$ cat src/rtl/fifo_ctrl_pkg.sv
// rtl/fifo_ctrl_pkg.sv - shared types, bounds and width helpers for the FIFO controller
package fifo_ctrl_pkg;

    // Controller state: CLEAR issues the pointer-clear pulse, RUN accepts traffic
    typedef enum logic {
        ST_CLEAR = 1'b0,
        ST_RUN   = 1'b1
    } state_e;

    // Supported range of datapath read latency
    localparam int RD_LAT_MIN = 1;
    localparam int RD_LAT_MAX = 4;

    // Occupancy counter width: must hold 0..DEPTH
    function automatic int count_w(input int depth);
        return $clog2(depth + 1);
    endfunction

    // Write-total width: must hold 0..DEPTH+1 (DEPTH+1 marks a wrap)
    function automatic int total_w(input int depth);
        return $clog2(depth + 2);
    endfunction

endpackage

$ cat src/rtl/fifo_ctrl_if.sv
// rtl/fifo_ctrl_if.sv - request/strobe/status bundle; Replay/ReplayErr exist only with FIFO_CTRL_REPLAY_EN
interface fifo_ctrl_if
    import fifo_ctrl_pkg::*;
#(
    parameter int DEPTH = 8
);
    localparam int CW = count_w(DEPTH);

    logic          PushReq;
    logic          PopReq;
    logic          Flush;
    logic          PushAck;
    logic          PopAck;
    logic          Write;
    logic          WrInc;
    logic          Read;
    logic          RdInc;
    logic          WrPtrClr;
    logic          RdPtrClr;
    logic          PopValid;
    logic          Full;
    logic          Empty;
    logic [CW-1:0] Count;
    logic          Overflow;
    logic          Underflow;
`ifdef FIFO_CTRL_REPLAY_EN
    logic          Replay;
    logic          ReplayErr;

    modport master (
        output PushReq, PopReq, Flush, Replay,
        input  PushAck, PopAck, Write, WrInc, Read, RdInc, WrPtrClr, RdPtrClr,
        input  PopValid, Full, Empty, Count, Overflow, Underflow, ReplayErr
    );

    modport slave (
        input  PushReq, PopReq, Flush, Replay,
        output PushAck, PopAck, Write, WrInc, Read, RdInc, WrPtrClr, RdPtrClr,
        output PopValid, Full, Empty, Count, Overflow, Underflow, ReplayErr
    );
`else
    modport master (
        output PushReq, PopReq, Flush,
        input  PushAck, PopAck, Write, WrInc, Read, RdInc, WrPtrClr, RdPtrClr,
        input  PopValid, Full, Empty, Count, Overflow, Underflow
    );

    modport slave (
        input  PushReq, PopReq, Flush,
        output PushAck, PopAck, Write, WrInc, Read, RdInc, WrPtrClr, RdPtrClr,
        output PopValid, Full, Empty, Count, Overflow, Underflow
    );
`endif

endinterface

$ cat src/rtl/fifo_ctrl_occ.sv
// rtl/fifo_ctrl_occ.sv - occupancy mirror, accept logic and over/underflow pulses; write-total tracking under FIFO_CTRL_REPLAY_EN
module fifo_ctrl_occ
    import fifo_ctrl_pkg::*;
#(
    parameter  int DEPTH = 8,
    localparam int CW    = count_w(DEPTH)
)(
    input  logic          clk,
    input  logic          rst_n,
    input  logic          run_i,
    input  logic          flush_i,
    input  logic          push_req_i,
    input  logic          pop_req_i,
`ifdef FIFO_CTRL_REPLAY_EN
    input  logic          replay_i,
    output logic          replay_ok_o,
    output logic          replay_err_o,
`endif
    output logic          push_ack_o,
    output logic          pop_ack_o,
    output logic          overflow_o,
    output logic          underflow_o,
    output logic          full_o,
    output logic          empty_o,
    output logic [CW-1:0] count_o
);

    localparam logic [CW-1:0] DEPTH_C = CW'(DEPTH);

    logic [CW-1:0] count_q, count_d;
    logic          full_q, full_d;
    logic          empty_q, empty_d;
    logic          ovf_q, ovf_d;
    logic          unf_q, unf_d;
    logic          active;
    logic          replay_take;
    logic          push_ok;
    logic          pop_ok;

    // Traffic is only considered in RUN and never in a flush cycle
    assign active = run_i & ~flush_i;

`ifdef FIFO_CTRL_REPLAY_EN
    localparam int            TW        = total_w(DEPTH);
    localparam logic [TW-1:0] TOTAL_SAT = TW'(DEPTH + 1);

    logic [TW-1:0] wr_total_q, wr_total_d;
    logic          rerr_q, rerr_d;

    // A replay is honoured only while the written entries have not wrapped
    assign replay_take  = active & replay_i & (wr_total_q != TOTAL_SAT);
    assign replay_ok_o  = replay_take;
    assign replay_err_o = rerr_q;

    // Writes since the last clear, saturating at DEPTH+1 to remember a wrap
    always_comb begin
        wr_total_d = wr_total_q;
        rerr_d     = active & replay_i & (wr_total_q == TOTAL_SAT);
        if (!active) begin
            wr_total_d = '0;
        end else if (push_ok && (wr_total_q != TOTAL_SAT)) begin
            wr_total_d = wr_total_q + TW'(1);
        end
    end

    // Write-total and replay-error registers
    always_ff @(posedge clk or negedge rst_n) begin
        if (!rst_n) begin
            wr_total_q <= '0;
            rerr_q     <= 1'b0;
        end else begin
            wr_total_q <= wr_total_d;
            rerr_q     <= rerr_d;
        end
    end
`else
    assign replay_take = 1'b0;
`endif

    // Accept decisions use the registered Full/Empty; a replay blocks traffic
    always_comb begin
        push_ok = active & ~replay_take & push_req_i & ~full_q;
        pop_ok  = active & ~replay_take & pop_req_i & ~empty_q;
    end

    // Next occupancy and the status flags derived from it
    always_comb begin
        count_d = count_q;
        if (!active) begin
            count_d = '0;
        end else if (replay_take) begin
`ifdef FIFO_CTRL_REPLAY_EN
            count_d = CW'(wr_total_q);
`endif
        end else if (push_ok && !pop_ok) begin
            count_d = count_q + CW'(1);
        end else if (pop_ok && !push_ok) begin
            count_d = count_q - CW'(1);
        end
        full_d  = (count_d == DEPTH_C);
        empty_d = (count_d == '0);
        ovf_d   = active & ~replay_take & push_req_i & full_q;
        unf_d   = active & ~replay_take & pop_req_i & empty_q;
    end

    // Occupancy, flag and rejection-pulse registers
    always_ff @(posedge clk or negedge rst_n) begin
        if (!rst_n) begin
            count_q <= '0;
            full_q  <= 1'b0;
            empty_q <= 1'b1;
            ovf_q   <= 1'b0;
            unf_q   <= 1'b0;
        end else begin
            count_q <= count_d;
            full_q  <= full_d;
            empty_q <= empty_d;
            ovf_q   <= ovf_d;
            unf_q   <= unf_d;
        end
    end

    assign push_ack_o  = push_ok;
    assign pop_ack_o   = pop_ok;
    assign overflow_o  = ovf_q;
    assign underflow_o = unf_q;
    assign full_o      = full_q;
    assign empty_o     = empty_q;
    assign count_o     = count_q;

endmodule

$ cat src/rtl/fifo_ctrl.sv
// rtl/fifo_ctrl.sv - FIFO control FSM, datapath strobes and PopValid pipeline; optional replay via FIFO_CTRL_REPLAY_EN
module fifo_ctrl
    import fifo_ctrl_pkg::*;
#(
    parameter int DEPTH      = 8,
    parameter int RD_LATENCY = 1
)(
    input  logic       Clk,
    input  logic       Rst_n,
    fifo_ctrl_if.slave bus
);

    if (RD_LATENCY < RD_LAT_MIN || RD_LATENCY > RD_LAT_MAX) begin : g_lat_check
        $error("fifo_ctrl: RD_LATENCY out of range");
    end

    state_e                state_q, state_d;
    logic                  run;
    logic                  push_ack;
    logic                  pop_ack;
    logic                  replay_ok;
    logic                  write_q, write_d;
    logic                  read_q, read_d;
    logic                  wr_clr_q, wr_clr_d;
    logic                  rd_clr_q, rd_clr_d;
    logic [RD_LATENCY-1:0] pv_q, pv_d;
    logic [RD_LATENCY:0]   pv_ext;

    assign run = (state_q == ST_RUN);

    fifo_ctrl_occ #(
        .DEPTH        (DEPTH)
    ) u_occ (
        .clk          (Clk),
        .rst_n        (Rst_n),
        .run_i        (run),
        .flush_i      (bus.Flush),
        .push_req_i   (bus.PushReq),
        .pop_req_i    (bus.PopReq),
`ifdef FIFO_CTRL_REPLAY_EN
        .replay_i     (bus.Replay),
        .replay_ok_o  (replay_ok),
        .replay_err_o (bus.ReplayErr),
`endif
        .push_ack_o   (push_ack),
        .pop_ack_o    (pop_ack),
        .overflow_o   (bus.Overflow),
        .underflow_o  (bus.Underflow),
        .full_o       (bus.Full),
        .empty_o      (bus.Empty),
        .count_o      (bus.Count)
    );

`ifndef FIFO_CTRL_REPLAY_EN
    assign replay_ok = 1'b0;
`endif

    // State register
    always_ff @(posedge Clk or negedge Rst_n) begin
        if (!Rst_n) begin
            state_q <= ST_CLEAR;
        end else begin
            state_q <= state_d;
        end
    end

    // Next state: CLEAR lasts one cycle unless Flush holds it; Flush in RUN re-enters CLEAR
    always_comb begin
        state_d = state_q;
        case (state_q)
            ST_CLEAR: state_d = bus.Flush ? ST_CLEAR : ST_RUN;
            ST_RUN:   state_d = bus.Flush ? ST_CLEAR : ST_RUN;
            default:  state_d = ST_CLEAR;
        endcase
    end

    // Next strobes; the PopValid pipe shifts Read in and is emptied by Flush
    always_comb begin
        write_d  = push_ack;
        read_d   = pop_ack;
        wr_clr_d = (state_q == ST_CLEAR);
        rd_clr_d = (state_q == ST_CLEAR) | replay_ok;
        pv_ext   = {pv_q, read_q};
        pv_d     = (run && !bus.Flush) ? pv_ext[RD_LATENCY-1:0] : '0;
    end

    // Registered datapath strobes and PopValid pipeline
    always_ff @(posedge Clk or negedge Rst_n) begin
        if (!Rst_n) begin
            write_q  <= 1'b0;
            read_q   <= 1'b0;
            wr_clr_q <= 1'b0;
            rd_clr_q <= 1'b0;
            pv_q     <= '0;
        end else begin
            write_q  <= write_d;
            read_q   <= read_d;
            wr_clr_q <= wr_clr_d;
            rd_clr_q <= rd_clr_d;
            pv_q     <= pv_d;
        end
    end

    assign bus.PushAck  = push_ack;
    assign bus.PopAck   = pop_ack;
    assign bus.Write    = write_q;
    assign bus.WrInc    = write_q;
    assign bus.Read     = read_q;
    assign bus.RdInc    = read_q;
    assign bus.WrPtrClr = wr_clr_q;
    assign bus.RdPtrClr = rd_clr_q;
    assign bus.PopValid = pv_q[RD_LATENCY-1];

endmodule

$ cat src/flat_wrapper.sv
// flat-port wrapper written by rule: the top's interface ports become plain ports
module fifo_ctrl_flat import fifo_ctrl_pkg::*;
#(
    parameter int DEPTH      = 8,
    parameter int RD_LATENCY = 1
)
  (Clk, Rst_n, bus_PushReq, bus_PopReq, bus_Flush, bus_PushAck, bus_PopAck, bus_Write, bus_WrInc, bus_Read, bus_RdInc, bus_WrPtrClr, bus_RdPtrClr, bus_PopValid, bus_Full, bus_Empty, bus_Count, bus_Overflow, bus_Underflow);
  fifo_ctrl_if #(.DEPTH(DEPTH)) bus_i ();
  input  logic Clk;
  input  logic Rst_n;
  input wire logic [$bits(bus_i.PushReq)-1:0] bus_PushReq;
  input wire logic [$bits(bus_i.PopReq)-1:0] bus_PopReq;
  input wire logic [$bits(bus_i.Flush)-1:0] bus_Flush;
  output wire logic [$bits(bus_i.PushAck)-1:0] bus_PushAck;
  output wire logic [$bits(bus_i.PopAck)-1:0] bus_PopAck;
  output wire logic [$bits(bus_i.Write)-1:0] bus_Write;
  output wire logic [$bits(bus_i.WrInc)-1:0] bus_WrInc;
  output wire logic [$bits(bus_i.Read)-1:0] bus_Read;
  output wire logic [$bits(bus_i.RdInc)-1:0] bus_RdInc;
  output wire logic [$bits(bus_i.WrPtrClr)-1:0] bus_WrPtrClr;
  output wire logic [$bits(bus_i.RdPtrClr)-1:0] bus_RdPtrClr;
  output wire logic [$bits(bus_i.PopValid)-1:0] bus_PopValid;
  output wire logic [$bits(bus_i.Full)-1:0] bus_Full;
  output wire logic [$bits(bus_i.Empty)-1:0] bus_Empty;
  output wire logic [$bits(bus_i.Count)-1:0] bus_Count;
  output wire logic [$bits(bus_i.Overflow)-1:0] bus_Overflow;
  output wire logic [$bits(bus_i.Underflow)-1:0] bus_Underflow;
  assign bus_i.PushReq = bus_PushReq;
  assign bus_i.PopReq = bus_PopReq;
  assign bus_i.Flush = bus_Flush;
  assign bus_PushAck = bus_i.PushAck;
  assign bus_PopAck = bus_i.PopAck;
  assign bus_Write = bus_i.Write;
  assign bus_WrInc = bus_i.WrInc;
  assign bus_Read = bus_i.Read;
  assign bus_RdInc = bus_i.RdInc;
  assign bus_WrPtrClr = bus_i.WrPtrClr;
  assign bus_RdPtrClr = bus_i.RdPtrClr;
  assign bus_PopValid = bus_i.PopValid;
  assign bus_Full = bus_i.Full;
  assign bus_Empty = bus_i.Empty;
  assign bus_Count = bus_i.Count;
  assign bus_Overflow = bus_i.Overflow;
  assign bus_Underflow = bus_i.Underflow;
  fifo_ctrl #(.DEPTH(DEPTH), .RD_LATENCY(RD_LATENCY)) u_core (.Clk(Clk), .Rst_n(Rst_n), .bus(bus_i));
endmodule
$ cat config.mk
export PLATFORM = sky130hd
export DESIGN_NAME = fifo_ctrl_flat
export DESIGN_NICKNAME = d
export VERILOG_FILES = /design/src/rtl/fifo_ctrl_pkg.sv /design/src/rtl/fifo_ctrl_if.sv /design/src/rtl/fifo_ctrl_occ.sv /design/src/rtl/fifo_ctrl.sv /design/src/flat_wrapper.sv
export SDC_FILE = /design/constraint.sdc
export NUM_CORES = 1
export LEC_CHECK = 0
export ABC_AREA = 1
export BUFFER_PORTS_ARGS = -buffer_cell sky130_fd_sc_hd__buf_4
export CAP_MARGIN = 20
export CELL_PAD_IN_SITES_DETAIL_PLACEMENT = 0
export CELL_PAD_IN_SITES_GLOBAL_PLACEMENT = 2
export CORE_MARGIN = 2
export CORE_UTILIZATION = 24
export DETAILED_ROUTE_END_ITERATION = 10
export GPL_ROUTABILITY_DRIVEN = 0
export GPL_TIMING_DRIVEN = 0
export PLACE_DENSITY_LB_ADDON = 0.1
export SYNTH_ARGS = -nofsm -noshare
export SYNTH_HDL_FRONTEND = slang
export SYNTH_HIERARCHICAL = 1
export SYNTH_SLANG_ARGS = --single-unit
$ cat constraint.sdc
create_clock -name Clk -period 1.3 [get_ports Clk]
set_input_delay 0.13 -clock Clk [delete_from_list [all_inputs] [get_ports Clk]]
set_output_delay 0.13 -clock Clk [all_outputs]
set_load 0.02 [all_outputs]
# Yosys cells after proc, flatten, opt, wreduce, memory -nomap -nowiden
# Index checks and enable logic that the tools add are counted.
# Widths: inputs -> output; s select.
dict set report totals {
  regBits 13
  latch_bits 0
  input_bits 5
  ramBits 0
  memories 0
  word_cells 36
  mem_bits_ro 0
  output_inout_bits 17
}
dict set report op_classes {
  mux 5
  n_div 0
  reduce_logical 7
  magnitude_cmp 0
  bitwise 11
  n_eq_ne 1
  mul 0
  add_sub_neg 2
  shifts 0
}
# cell n
set ops {}
lappend ops {{$mux 4} 3}
lappend ops {{$and 1x1->1} 7}
lappend ops {{$add 4x1->4 const B} 1}
lappend ops {{$eq 4x4->1 const B} 1}
lappend ops {{$logic_not 4->1} 1}
lappend ops {{$not 1->1} 4}
lappend ops {{$sub 4x1->4 const B} 1}
lappend ops {{$logic_and 1x1->1} 3}
lappend ops {{$logic_not 1->1} 3}
lappend ops {{$mux 1} 2}

# Logic depth before layout (Yosys ltp)
# Gate-level depths: netlist of run 1.
dict set report logic_depth {
  word_depth 10
  depth_mapped 10
  depth_no_buf 10
}

# Cells and area by module
# The synthesis of run 1 kept the hierarchy.
# mod n_inst seq_area_each_um2 area_per_inst_um2 cells_per_inst
set modules_own_cells {}
lappend modules_own_cells {fifo_ctrl_occ 1 201.4 500.5 66}
lappend modules_own_cells {fifo_ctrl 1 125.1 165.2 12}

# Least setup slack after synthesis of run 1
# Ideal clock, no wire load.
dict set report synth_path {
  kind {reg2reg}
  start {reg u_core.state_q (netlist: u_core/run)}
  end {reg u_core.u_occ.full_q (netlist: u_core/u_occ/full_o)}
  required_ns 1.184
  stages_incl_launch_ff 10
  n_path_buf 0
  synth_period_minus_slack_ns 1.442
  arrival_ns 1.326
  slack_ns -0.142
  setup_time_ns 0.116
  cell_sequence {dfrtp_1 -> nand3_1 -> nor2_2 -> nand2_1 -> nand2_1 -> inv_1 -> nand2_1 -> nand3_1 -> nand2_1 -> nor2_1}
}
dict set report synth_between {
  elab_cells_between_ends 13
  cone_classes {eq/ne: 1; mux: 3; bitwise: 5; reduce/logical: 4}
}
# element line
set synth_lines {}
lappend synth_lines {{start, declared} fifo_ctrl.sv:17} ;# state_e state_q, state_d;
lappend synth_lines {{start signal, assigned} fifo_ctrl.sv:63} ;# state_q <= state_d;
lappend synth_lines {{$and 1x1->1 *} fifo_ctrl_occ.sv:41} ;# assign active = run_i & ~flush_i;
lappend synth_lines {{$and 1x1->1 * (2 in a row)} fifo_ctrl_occ.sv:83} ;# pop_ok = active & ~replay_take & pop_req_i & ~empty_q;
lappend synth_lines {{named net bus_PopAck} flat_wrapper.sv:15} ;# output wire logic [$bits(bus_i.PopAck)-1:0] bus_PopAck;
lappend synth_lines {{$logic_and 1x1->1 / $logic_not 1->1 (equally long branches)} {fifo_ctrl_occ.sv:97, fifo_ctrl_occ.sv:95}}
lappend synth_lines {{$mux 4 / $logic_and 1x1->1 (equally long branches)} {fifo_ctrl_occ.sv:97, fifo_ctrl_occ.sv:95}}
lappend synth_lines {{$mux 4 *} fifo_ctrl_occ.sv:95} ;# end else if (push_ok && !pop_ok) begin
lappend synth_lines {{$mux 4 *} fifo_ctrl_occ.sv:89} ;# if (!active) begin
lappend synth_lines {{$eq 4x4->1 *} fifo_ctrl_occ.sv:100} ;# full_d = (count_d == DEPTH_C);
lappend synth_lines {{named net u_core.u_occ.full_d} fifo_ctrl_occ.sv:31} ;# logic full_q, full_d;
lappend synth_lines {{end signal, assigned} fifo_ctrl_occ.sv:116} ;# full_q <= full_d;
lappend synth_lines {{end, declared} fifo_ctrl_occ.sv:31}
# The timed path passes the listed nets; every way through them passes the cells marked *.

# Worst setup path after layout of run 1
dict set report layout_path {
  start {reg u_core.u_occ.empty_q (netlist: u_core/u_occ/empty_o)}
  end {reg u_core.u_occ.empty_q (netlist: u_core/u_occ/empty_o)}
}
dict set report layout_between {
  elab_chain_cells 7
  elab_cells_between_ends 9
  cone_classes {mux: 3; bitwise: 2; reduce/logical: 4}
}
# element line
set layout_lines {}
lappend layout_lines {{start, declared} fifo_ctrl_occ.sv:32} ;# logic empty_q, empty_d;
lappend layout_lines {{start signal, assigned} fifo_ctrl_occ.sv:117} ;# empty_q <= empty_d;
lappend layout_lines {{$not 1->1 *} fifo_ctrl_occ.sv:83}
lappend layout_lines {{$and 1x1->1 *} fifo_ctrl_occ.sv:83}
lappend layout_lines {{$logic_and 1x1->1 / $logic_not 1->1 (equally long branches)} {fifo_ctrl_occ.sv:97, fifo_ctrl_occ.sv:95}}
lappend layout_lines {{$mux 4 / $logic_and 1x1->1 (equally long branches)} {fifo_ctrl_occ.sv:97, fifo_ctrl_occ.sv:95}}
lappend layout_lines {{$mux 4 *} fifo_ctrl_occ.sv:95}
lappend layout_lines {{$mux 4 *} fifo_ctrl_occ.sv:89}
lappend layout_lines {{$logic_not 4->1 *} fifo_ctrl_occ.sv:101} ;# empty_d = (count_d == '0);
lappend layout_lines {{named net u_core.u_occ.empty_d} fifo_ctrl_occ.sv:32}
# Marked as above.

==> metrics.txt, run 1 <==
transition time of the tightest slew-check pin 254.9 ps; Core ar. 0.002686 sq mm; DIE AREA 0.003211 sq mm; Routed WL 1680 um; Initial Util 24.78%; TritonCTS clock tree done; Setup CP Type reg2reg; clock net sink count 13; status complete, but fails checks; dominant cell type by area after synthesis dfrtp_1; Ant. Diodes 0; final setup fails 6; R2R setup slack -160 ps; cell area after layout 0.001046 sq mm; Worst setup EP type flip-flop; initial antenna violation count 0; f_max 683.9 MHz; DRT iter0 DRCs 19; antenna viol nets, final 0; placement row count 19; layout cells sized above 1 56.76%; P per Cell Area 781.6 mW/mm^2; die height 56.67 um; worst flop-to-flop path startpoint u_core/u_occ/empty_o$_DFF_PN1_; most used routing layer met2; worst skew pair latency 280 ps; Netlist cell types 15; Hold Crit Class in2reg; Worst Hold Depth 2; Max Fanout on Critical Path 5; GR Util met1 13.92%; Max Root-Sink Buffers 2; first-pass GRT wire length 2677 um; TNS Setup -637.5 ps; CTS buffer count 3; R2R cell count 9; largest net degree at the start of global routing 14; crit path time final 1462 ps; fin crit share 112.5%; Hold Vio Cnt, Final 0; Yosys Warn Count 6; mapped cell area 665.6 sq um; vias in the first global route 593; Synth Register Bits 13; final hold slack 15.64 ps; HP Start bus_Flush; Synth Net Count 85; worst path arrival time 1690 ps; Leakage 0.5613 nW; GRT overflow 0; Clock Skews 8.322 ps; Final Slew Violations 0; Final nets 119; Tot GR Track Use 11.14%; setup ws final -162.1 ps; DPL Wire Length 1162 um; peak supply drop 0.0004232 V; Worst EP required 1520 ps; input/output buffers 21; most common cell after layout, fill and taps aside buf_4; met3 usage 1.382%; syn avg cell area 8.534 sq um; synthesized netlist cell count 78; Root Driver clkbuf_4; DRC Markers 0; DIE WIDTH 56.67 um; Vias 617; DR WL/cell 11.83 um; hold path endpoint u_core/bus.PopValid$_DFF_PN0_; largest cells by area after synthesis dfrtp_1, nand2_1, inv_1, nand3_1, nand3_2; total of max-cap violations 0; failing checks negative setup slack; met2 Use GR 17.44%; boundary pin count 22; Area Growth Syn to Fin 57.14%; unrepaired setup endpoints after global routing yes; H-tree levels 1; drt via density 4.345; Yosys top cell area share 45.11%; Pre-antenna DRT Iters 3; Worst setup SP type flip-flop; register area share after synthesis 49.06%; most frequent cells in the layout buf_4, inv_1, dfrtp_1, nand2_2, nand2_1; worst r2r dst u_core/u_occ/empty_o$_DFF_PN1_; Max-slew headroom 82.88%; Clock Pin Slew Worst Setup and Hold Paths 90 ps; DP Area 874.6 sq um
## synth_stat cells
| cell | n |
|---|---|
| buf_4 | 3 |
| nand2_1 | 17 |
| nor2_2 | 3 |
| nand3_1 | 9 |
| nor3_1 | 1 |
| nor2_1 | 4 |
| nor2_4 | 1 |
| dfrtp_1 | 12 |
| ha_1 | 2 |
| dfstp_2 | 1 |
| nand4_1 | 2 |
| nand3_2 | 4 |
| inv_1 | 16 |
| nand3b_1 | 2 |
| o21ai_1 | 1 |
## through the flow
step           power (mW)  cells  setup slack, ps  util, %
2_1_floorplan      0.4847     78           -35.17        -
3_3_place_gp       0.5354    130           -198.6    32.56
3_5_place_dp       0.5347    130           -182.9    32.56
4_1_cts            0.8091    137           -111.8    34.75
5_1_grt            0.8662    142           -251.9    38.94
6_report           0.8176    142           -162.1    38.94
## power by group
part	switching (mW)	total [mW]	internal (mW)
Clock	0.147	0.266	0.119
Sequential	0.00925	0.425	0.415
Combinational	0.0732	0.127	0.0534
Total	0.230	0.818	0.588
## metal layers
layer | up-vias | share of wire, %
met5 | - | 0
met4 | 0 | 1.6
met3 | 2 | 4.4
met2 | 16 | 49
met1 | 293 | 45
li1 | 306 | -
## how the worst max path moves through the flow
stage	slack, ps	startpoint	to
finish	-160	u_core/u_occ/empty_o$_DFF_PN1_	u_core/u_occ/empty_o$_DFF_PN1_
CTS	-110	u_core/u_occ/empty_o$_DFF_PN1_	u_core/u_occ/full_o$_DFF_PN0_
floorplan	-40	u_core/run$_DFF_PN0_	u_core/u_occ/empty_o$_DFF_PN1_
global placement	-200	u_core/run$_DFF_PN0_	u_core/u_occ/empty_o$_DFF_PN1_
global route	-250	u_core/run$_DFF_PN0_	u_core/u_occ/full_o$_DFF_PN0_
detailed placement	-180	u_core/run$_DFF_PN0_	u_core/u_occ/full_o$_DFF_PN0_
## flip-flops by register name, indices dropped and copies added, names as in the netlist
register                  cells
u_core/u_occ/count_o          4
u_core/bus.PopValid           1
u_core/bus.RdInc              1
u_core/bus.WrInc              1
u_core/bus.WrPtrClr           1
u_core/run                    1
u_core/u_occ/empty_o          1
u_core/u_occ/full_o           1
u_core/u_occ/overflow_o       1
u_core/u_occ/underflow_o      1
## logic make-up after synthesis
family / share of synthesized area, %
AO/OA/AOI/OAI: 0.7512
adder cells (fa/ha/maj): 3.759
buffers and inverters: 12.41
flip-flops: 49.06
AND/OR/NAND/NOR: 34.02
## repair_timing
item                                    4_1_cts  5_1_grt
gates resized for setup                       3       21
cloned                                        0        0
hold buffers                                  1        1
endpoints found under the setup margin        8        8
hold endpoints to repair                     13        1
buffers inserted                              2        4
pin swaps                                     8       16
## worst max-delay path, stage by stage, from the launching register on
cell and delay (ps):
dfstp_2 550, inv_2 40, nand4_1 190, buf_4 160, nand3_2 80, nand2_2 90
nand2_2 60, nand3_4 90, nand2_2 50, nor2_2 110
## final cells by class
cell class / instances / area [sq um]
multi-input combinational: 46 / 334.1
buffer: 3 / 22.52
inverter: 16 / 60.06
sequential: 13 / 330.3
fill: 284 / 1640
clock buffer: 4 / 26.28
timing repair buffer: 29 / 234.0
tap: 31 / 38.79
No activity file was read; power rests on OpenSTA's default activity.
==> run 2: changes to the inputs <==
--- a/config.mk
+++ b/config.mk
@@ -5,13 +5,12 @@
 export SDC_FILE = /design/constraint.sdc
 export NUM_CORES = 1
 export LEC_CHECK = 0
-export ABC_AREA = 1
 export BUFFER_PORTS_ARGS = -buffer_cell sky130_fd_sc_hd__buf_4
 export CAP_MARGIN = 20
 export CELL_PAD_IN_SITES_DETAIL_PLACEMENT = 0
 export CELL_PAD_IN_SITES_GLOBAL_PLACEMENT = 2
 export CORE_MARGIN = 2
-export CORE_UTILIZATION = 24
+export CORE_UTILIZATION = 27
 export DETAILED_ROUTE_END_ITERATION = 10
 export GPL_ROUTABILITY_DRIVEN = 0
 export GPL_TIMING_DRIVEN = 0
==> metrics.txt, run 2 <==
Yosys Warn Count 6; Pre-antenna DRT Iters 3; GRT overflow 0; clock group share of total power 27.5%; worst flop-to-flop path startpoint u_core/u_occ/count_o[0]$_DFF_PN0_; Leakage 0.5178 nW; Worst setup EP type flip-flop; Initial Util 28.44%; async set or reset register ratio after synthesis 100.0%; most common cell after layout, fill and taps aside buf_4; WP buf/inv 1; status complete, but fails checks; CTS buffer count 3; DPL Wire Length 1125 um; input/output buffers 21; number of flops mapped to enable cells by yosys 0; DIE WIDTH 54.85 um; largest net degree at the start of global routing 14; slowest CP cell dfrtp_2; clock net sink count 13; f_max 702.0 MHz; largest cells by area after synthesis dfrtp_1, nor2_1, dfstp_2, ha_1, a211oi_1; Max Fanout on Critical Path 3; setup ws final -124.5 ps; Clock Skews 1.050 ps; synthesized netlist cell count 64; Tot GR Track Use 11.54%; HP Start bus_Flush; Area Growth Syn to Fin 56.81%; most frequent cells in the layout buf_4, dfrtp_1, buf_6; crit path time final 1424 ps; Vias 587; worst path arrival time 1630 ps; DRC Markers 0; Logic pwr share 23.7%; unrepaired setup endpoints after global routing yes; worst skew pair latency 270 ps; Max-slew headroom 73.92%; top cells by count, synth dfrtp_1, nor2_1, inv_1; layout cells sized above 1 65.66%; Synth Register Bits 13; DIE AREA 0.003009 sq mm; Yosys top cell area share 43.01%; TritonCTS clock tree done; placement row count 18; Ant. Diodes 0; peak supply drop 0.0005844 V; failing checks negative setup slack; H-tree levels 1; die height 54.85 um; DP Area 917.1 sq um; Routed WL 1516 um; DR WL/cell 11.75 um; register area share after synthesis 46.77%; switching power 0.2426 mW; Netlist cell types 30; initial antenna violation count 0; max FFs per register 4; DRT iter0 DRCs 4; Top delay family on crit path simple AND/OR/NAND/NOR gates; Final nets 107; top-count cell post-synth dfrtp_1; P per Cell Area 805.1 mW/mm^2; Post-Layout Cell Count 129; first-pass GRT wire length 2387 um; Max Root-Sink Buffers 2; Worst EP required 1510 ps; boundary pin count 22; biggest cell delay along the critical path 430 ps; transition time of the tightest slew-check pin 388.8 ps; mapped cell area 698.2 sq um; Power Internal 0.6387 mW; Worst Setup SP u_core/u_occ/count_o[0]$_DFF_PN0_; Clock Pin Slew Worst Setup and Hold Paths 70 ps; crit-path cells inv_2 > ha_4 > nand3b_1 > and3_4 > nor4_4 > o21ai_2 > o21ai_2; dominant cell type by area after synthesis dfrtp_1; final setup fails 5; cell area after layout 0.001095 sq mm; Hold Vio Cnt, Final 0; Final Slew Violations 0; Place WS -225.3 ps; Hold Crit Class in2reg; Setup CP Type reg2reg; switch share 27.53%; Synth Net Count 71; Worst setup SP type flip-flop; total of max-cap violations 0; antenna viol nets, final 0; overall power 0.8814 mW; Sequential Power Share 48.8%; Synth Flop Type dfrtp_1; Root Driver clkbuf_4; Worst path most repeated cell o21ai_2; fin crit share 109.6%; drt via density 4.550; DP Cell Count 115; Core ar. 0.002455 sq mm; vias in the first global route 549; final hold slack 22.28 ps; syn avg cell area 10.91 sq um
## run 2: cell types whose count changed in the layout (fill, tap and decap cells not counted), sizes merged, moves of 3 or more
cell,delta
a211oi,+3
and3,+3
buf,+3
inv,-11
nand2,-14
nand2b,+4
nand3,-11
## run 2: worst reg2reg max path: stages, from the launching register on
cell      delay (ps)
dfrtp_2          430
inv_2             90
ha_4             130
nand3b_1         100
and3_4           210
nor4_4           180
o21ai_2          120
o21ai_2          120
## run 2: logic make-up after synthesis
family                   share of synthesized area [%]
AO/OA/AOI/OAI                                    10.22
XOR/XNOR                                         3.764
adder cells (fa/ha/maj)                          3.584
buffers and inverters                            5.914
flip-flops                                       46.78
AND/OR/NAND/NOR                                  29.75
## run 2: cell type report
cell class	instances	area [sq um]
tap	30	37.54
inverter	5	18.77
fill	240	1360
sequential	13	330.3
clock buffer	4	26.28
buffer	3	22.52
multi-input combinational	43	409.1
timing repair buffer	31	250.2
## run 2: power groups by stage
| stage | clock network, mW | registers [mW] | logic (mW) |
|---|---|---|---|
| global route | 0.279 | 0.433 | 0.228 |
| detailed placement | 0 | 0.441 | 0.163 |
| CTS | 0.258 | 0.431 | 0.185 |
| floorplan | 0 | 0.452 | 0.0872 |
| global placement | 0 | 0.441 | 0.163 |
| finish | 0.242 | 0.430 | 0.209 |
## run 2: stage by stage
step	setup TNS (ps)	util, %
2_1_floorplan	-325.4	-
3_3_place_gp	-592.2	37.36
3_5_place_dp	-604.1	37.36
4_1_cts	-453.0	40.93
5_1_grt	-880.6	44.60
6_report	-498.0	44.60
## run 2: repair_timing
item | in CTS | in global routing
buffers inserted | 4 | 5
endpoints found under the setup margin | 6 | 7
resized for setup | 6 | 14
hold buffers | 1 | 0
pin swaps | 1 | 3
endpoints found under the hold margin | 13 | 0
## run 2: path summary, 6_finish.rpt
| check | end | slack (ps) | cells after the start |
|---|---|---|---|
| hold reg to reg | u_core/u_occ/overflow_o$_DFF_PN0_ | 550 | 1 |
| min in group asynchronous | u_core/u_occ/overflow_o$_DFF_PN0_ | 230 | 2 |
| setup reg to reg | u_core/u_occ/empty_o$_DFF_PN1_ | -120 | 7 |
| hold / removal | u_core/run$_DFF_PN0_ | 20 | 2 |
| setup / recovery | u_core/u_occ/empty_o$_DFF_PN1_ | -120 | 7 |
| max in group asynchronous | u_core/u_occ/empty_o$_DFF_PN1_ | 840 | 2 |
## run 2: layer usage
layer	track usage [%]	routed length, um
met1	13.49	656
met2	18.85	753
met3	5.738	106
met4	2.500	0
met5	0	0
==> run 3: changes to the inputs <==
--- a/config.mk
+++ b/config.mk
@@ -10,7 +10,7 @@
 export CELL_PAD_IN_SITES_DETAIL_PLACEMENT = 0
 export CELL_PAD_IN_SITES_GLOBAL_PLACEMENT = 2
 export CORE_MARGIN = 2
-export CORE_UTILIZATION = 27
+export CORE_UTILIZATION = 29
 export DETAILED_ROUTE_END_ITERATION = 10
 export GPL_ROUTABILITY_DRIVEN = 0
 export GPL_TIMING_DRIVEN = 0
==> constraint.sdc (replaced) <==
create_clock -name Clk -period 1.5 [get_ports Clk]
set_input_delay 0.15 -clock Clk [delete_from_list [all_inputs] [get_ports Clk]]
set_output_delay 0.15 -clock Clk [all_outputs]
set_load 0.02 [all_outputs]
==> metrics.txt, run 3 (synthesis gave the netlist of run 2 again) <==
clock net sink count 13; Hold Crit Class in2reg; drt via density 4.532; total of max-cap violations 0; DRC Markers 0; antenna viol nets, final 0; initial antenna violation count 0; DR WL/cell 11.70 um; Leakage 0.4925 nW; Tot GR Track Use 12.66%; P per Cell Area 739.6 mW/mm^2; Max Root-Sink Buffers 2; Max-slew headroom 74.50%; TritonCTS clock tree done; CTS buffer count 3; Place WS -21.79 ps; first-pass GRT wire length 2477 um; Clock Pin Slew Worst Setup and Hold Paths 70 ps; fin crit share 98.38%; unrepaired setup endpoints after global routing yes; crit path time final 1476 ps; worst r2r dst u_core/u_occ/empty_o$_DFF_PN1_; layout cells sized above 1 55.21%; Vias 562; Worst setup EP type flip-flop; status finished clean; overall power 0.7431 mW; Initial Util 30.97%; Routed WL 1451 um; Hold Vio Cnt, Final 0; setup ws final 24.29 ps; f_max 677.6 MHz; most frequent cells in the layout buf_4, dfrtp_1, nor2_1; Core ar. 0.002255 sq mm; Worst EP required 1710 ps; DIE AREA 0.002816 sq mm; Pre-antenna DRT Iters 4; worst skew pair latency 270 ps; R2R setup slack 20 ps; HP Start bus_Flush; Root Driver clkbuf_4; R2R cell count 5; largest net degree at the start of global routing 14; die height 53.07 um; Ant. Diodes 0; Area Growth Syn to Fin 43.91%; boundary pin count 22; input/output buffers 21; vias in the first global route 526; cell area after layout 0.001005 sq mm; Final Slew Violations 0; hold path endpoint u_core/run$_DFF_PN0_; peak supply drop 0.0005170 V; Worst setup SP type flip-flop; H-tree levels 1; final hold slack 34.36 ps; Worst Hold Depth 2; Setup CP Type reg2reg; final setup fails 0; DRT iter0 DRCs 14; placement row count 17; worst flop-to-flop path startpoint u_core/u_occ/empty_o$_DFF_PN1_; final core occ 44.56%; max FFs per register 4; DIE WIDTH 53.07 um; DPL Wire Length 1112 um; GRT overflow 0; transition time of the tightest slew-check pin 380.1 ps; worst path arrival time 1690 ps; Final nets 104; most common cell after layout, fill and taps aside buf_4; DP Area 893.4 sq um; Max Fanout on Critical Path 5; Clock Skews 0.4290 ps
-- run 3: changes by cell type in the layout (fill, tap and decap cells not counted), sizes merged --
cell  change
buf       -3
-- run 3: how the worst max path moves through the flow --
stage	slack, ps	end	startpoint
after floorplan	20	u_core/u_occ/empty_o$_DFF_PN1_	u_core/u_occ/full_o$_DFF_PN0_
after global placement	-20	u_core/u_occ/full_o$_DFF_PN0_	u_core/u_occ/count_o[0]$_DFF_PN0_
after detailed placement	-20	u_core/u_occ/full_o$_DFF_PN0_	u_core/u_occ/count_o[0]$_DFF_PN0_
after CTS	2	u_core/u_occ/full_o$_DFF_PN0_	u_core/u_occ/full_o$_DFF_PN0_
after global routing	-80	u_core/u_occ/empty_o$_DFF_PN1_	u_core/u_occ/count_o[0]$_DFF_PN0_
final	20	u_core/u_occ/empty_o$_DFF_PN1_	u_core/u_occ/empty_o$_DFF_PN1_
-- run 3: per-stage QoR --
step           std cells  setup TNS (ps)
2_1_floorplan         64               0
3_3_place_gp         113          -32.55
3_5_place_dp         113          -38.94
4_1_cts              122               0
5_1_grt              124          -200.3
6_report             124               0
-- run 3: final cells by class --
type,count,area (sq um)
repair buffers,28,212.7
fillers,227,1250
clock buffers,4,26.28
plain buffers,3,22.52
well taps,28,35.03
multi-input cells,43,360.3
flip-flops and latches,13,329.1
inverters,5,18.77
-- run 3: worst max-delay path, stage by stage, from the launching register on --
cell      delay [ps]
dfstp_2          570
nand2b_4         170
nor2_1            80
nor4_1           310
o21ai_2          140
o21ai_2          140
-- run 3: where the power goes --
part | switching [mW] | total (mW) | internal [mW]
registers | 0.00960 | 0.373 | 0.363
logic | 0.0845 | 0.158 | 0.0738
clock network | 0.109 | 0.212 | 0.103
total | 0.203 | 0.743 | 0.540
-- run 3: repair_timing --
item / in CTS / in global routing
hold buffers: 1 / 0
hold endpoints to repair: 13 / 0
gates cloned: 0 / 0
setup buffers: 4 / 2
pin swaps: 1 / 1
gates resized for setup: 1 / 7
setup endpoints to repair: 2 / 3
-- run 3: per-layer routing --
metal  track usage [%]  routed length, um
met2             17.29                673
met1             17.10                654
met3             5.085                108
met4             5.983                 14
met5                 0                  0
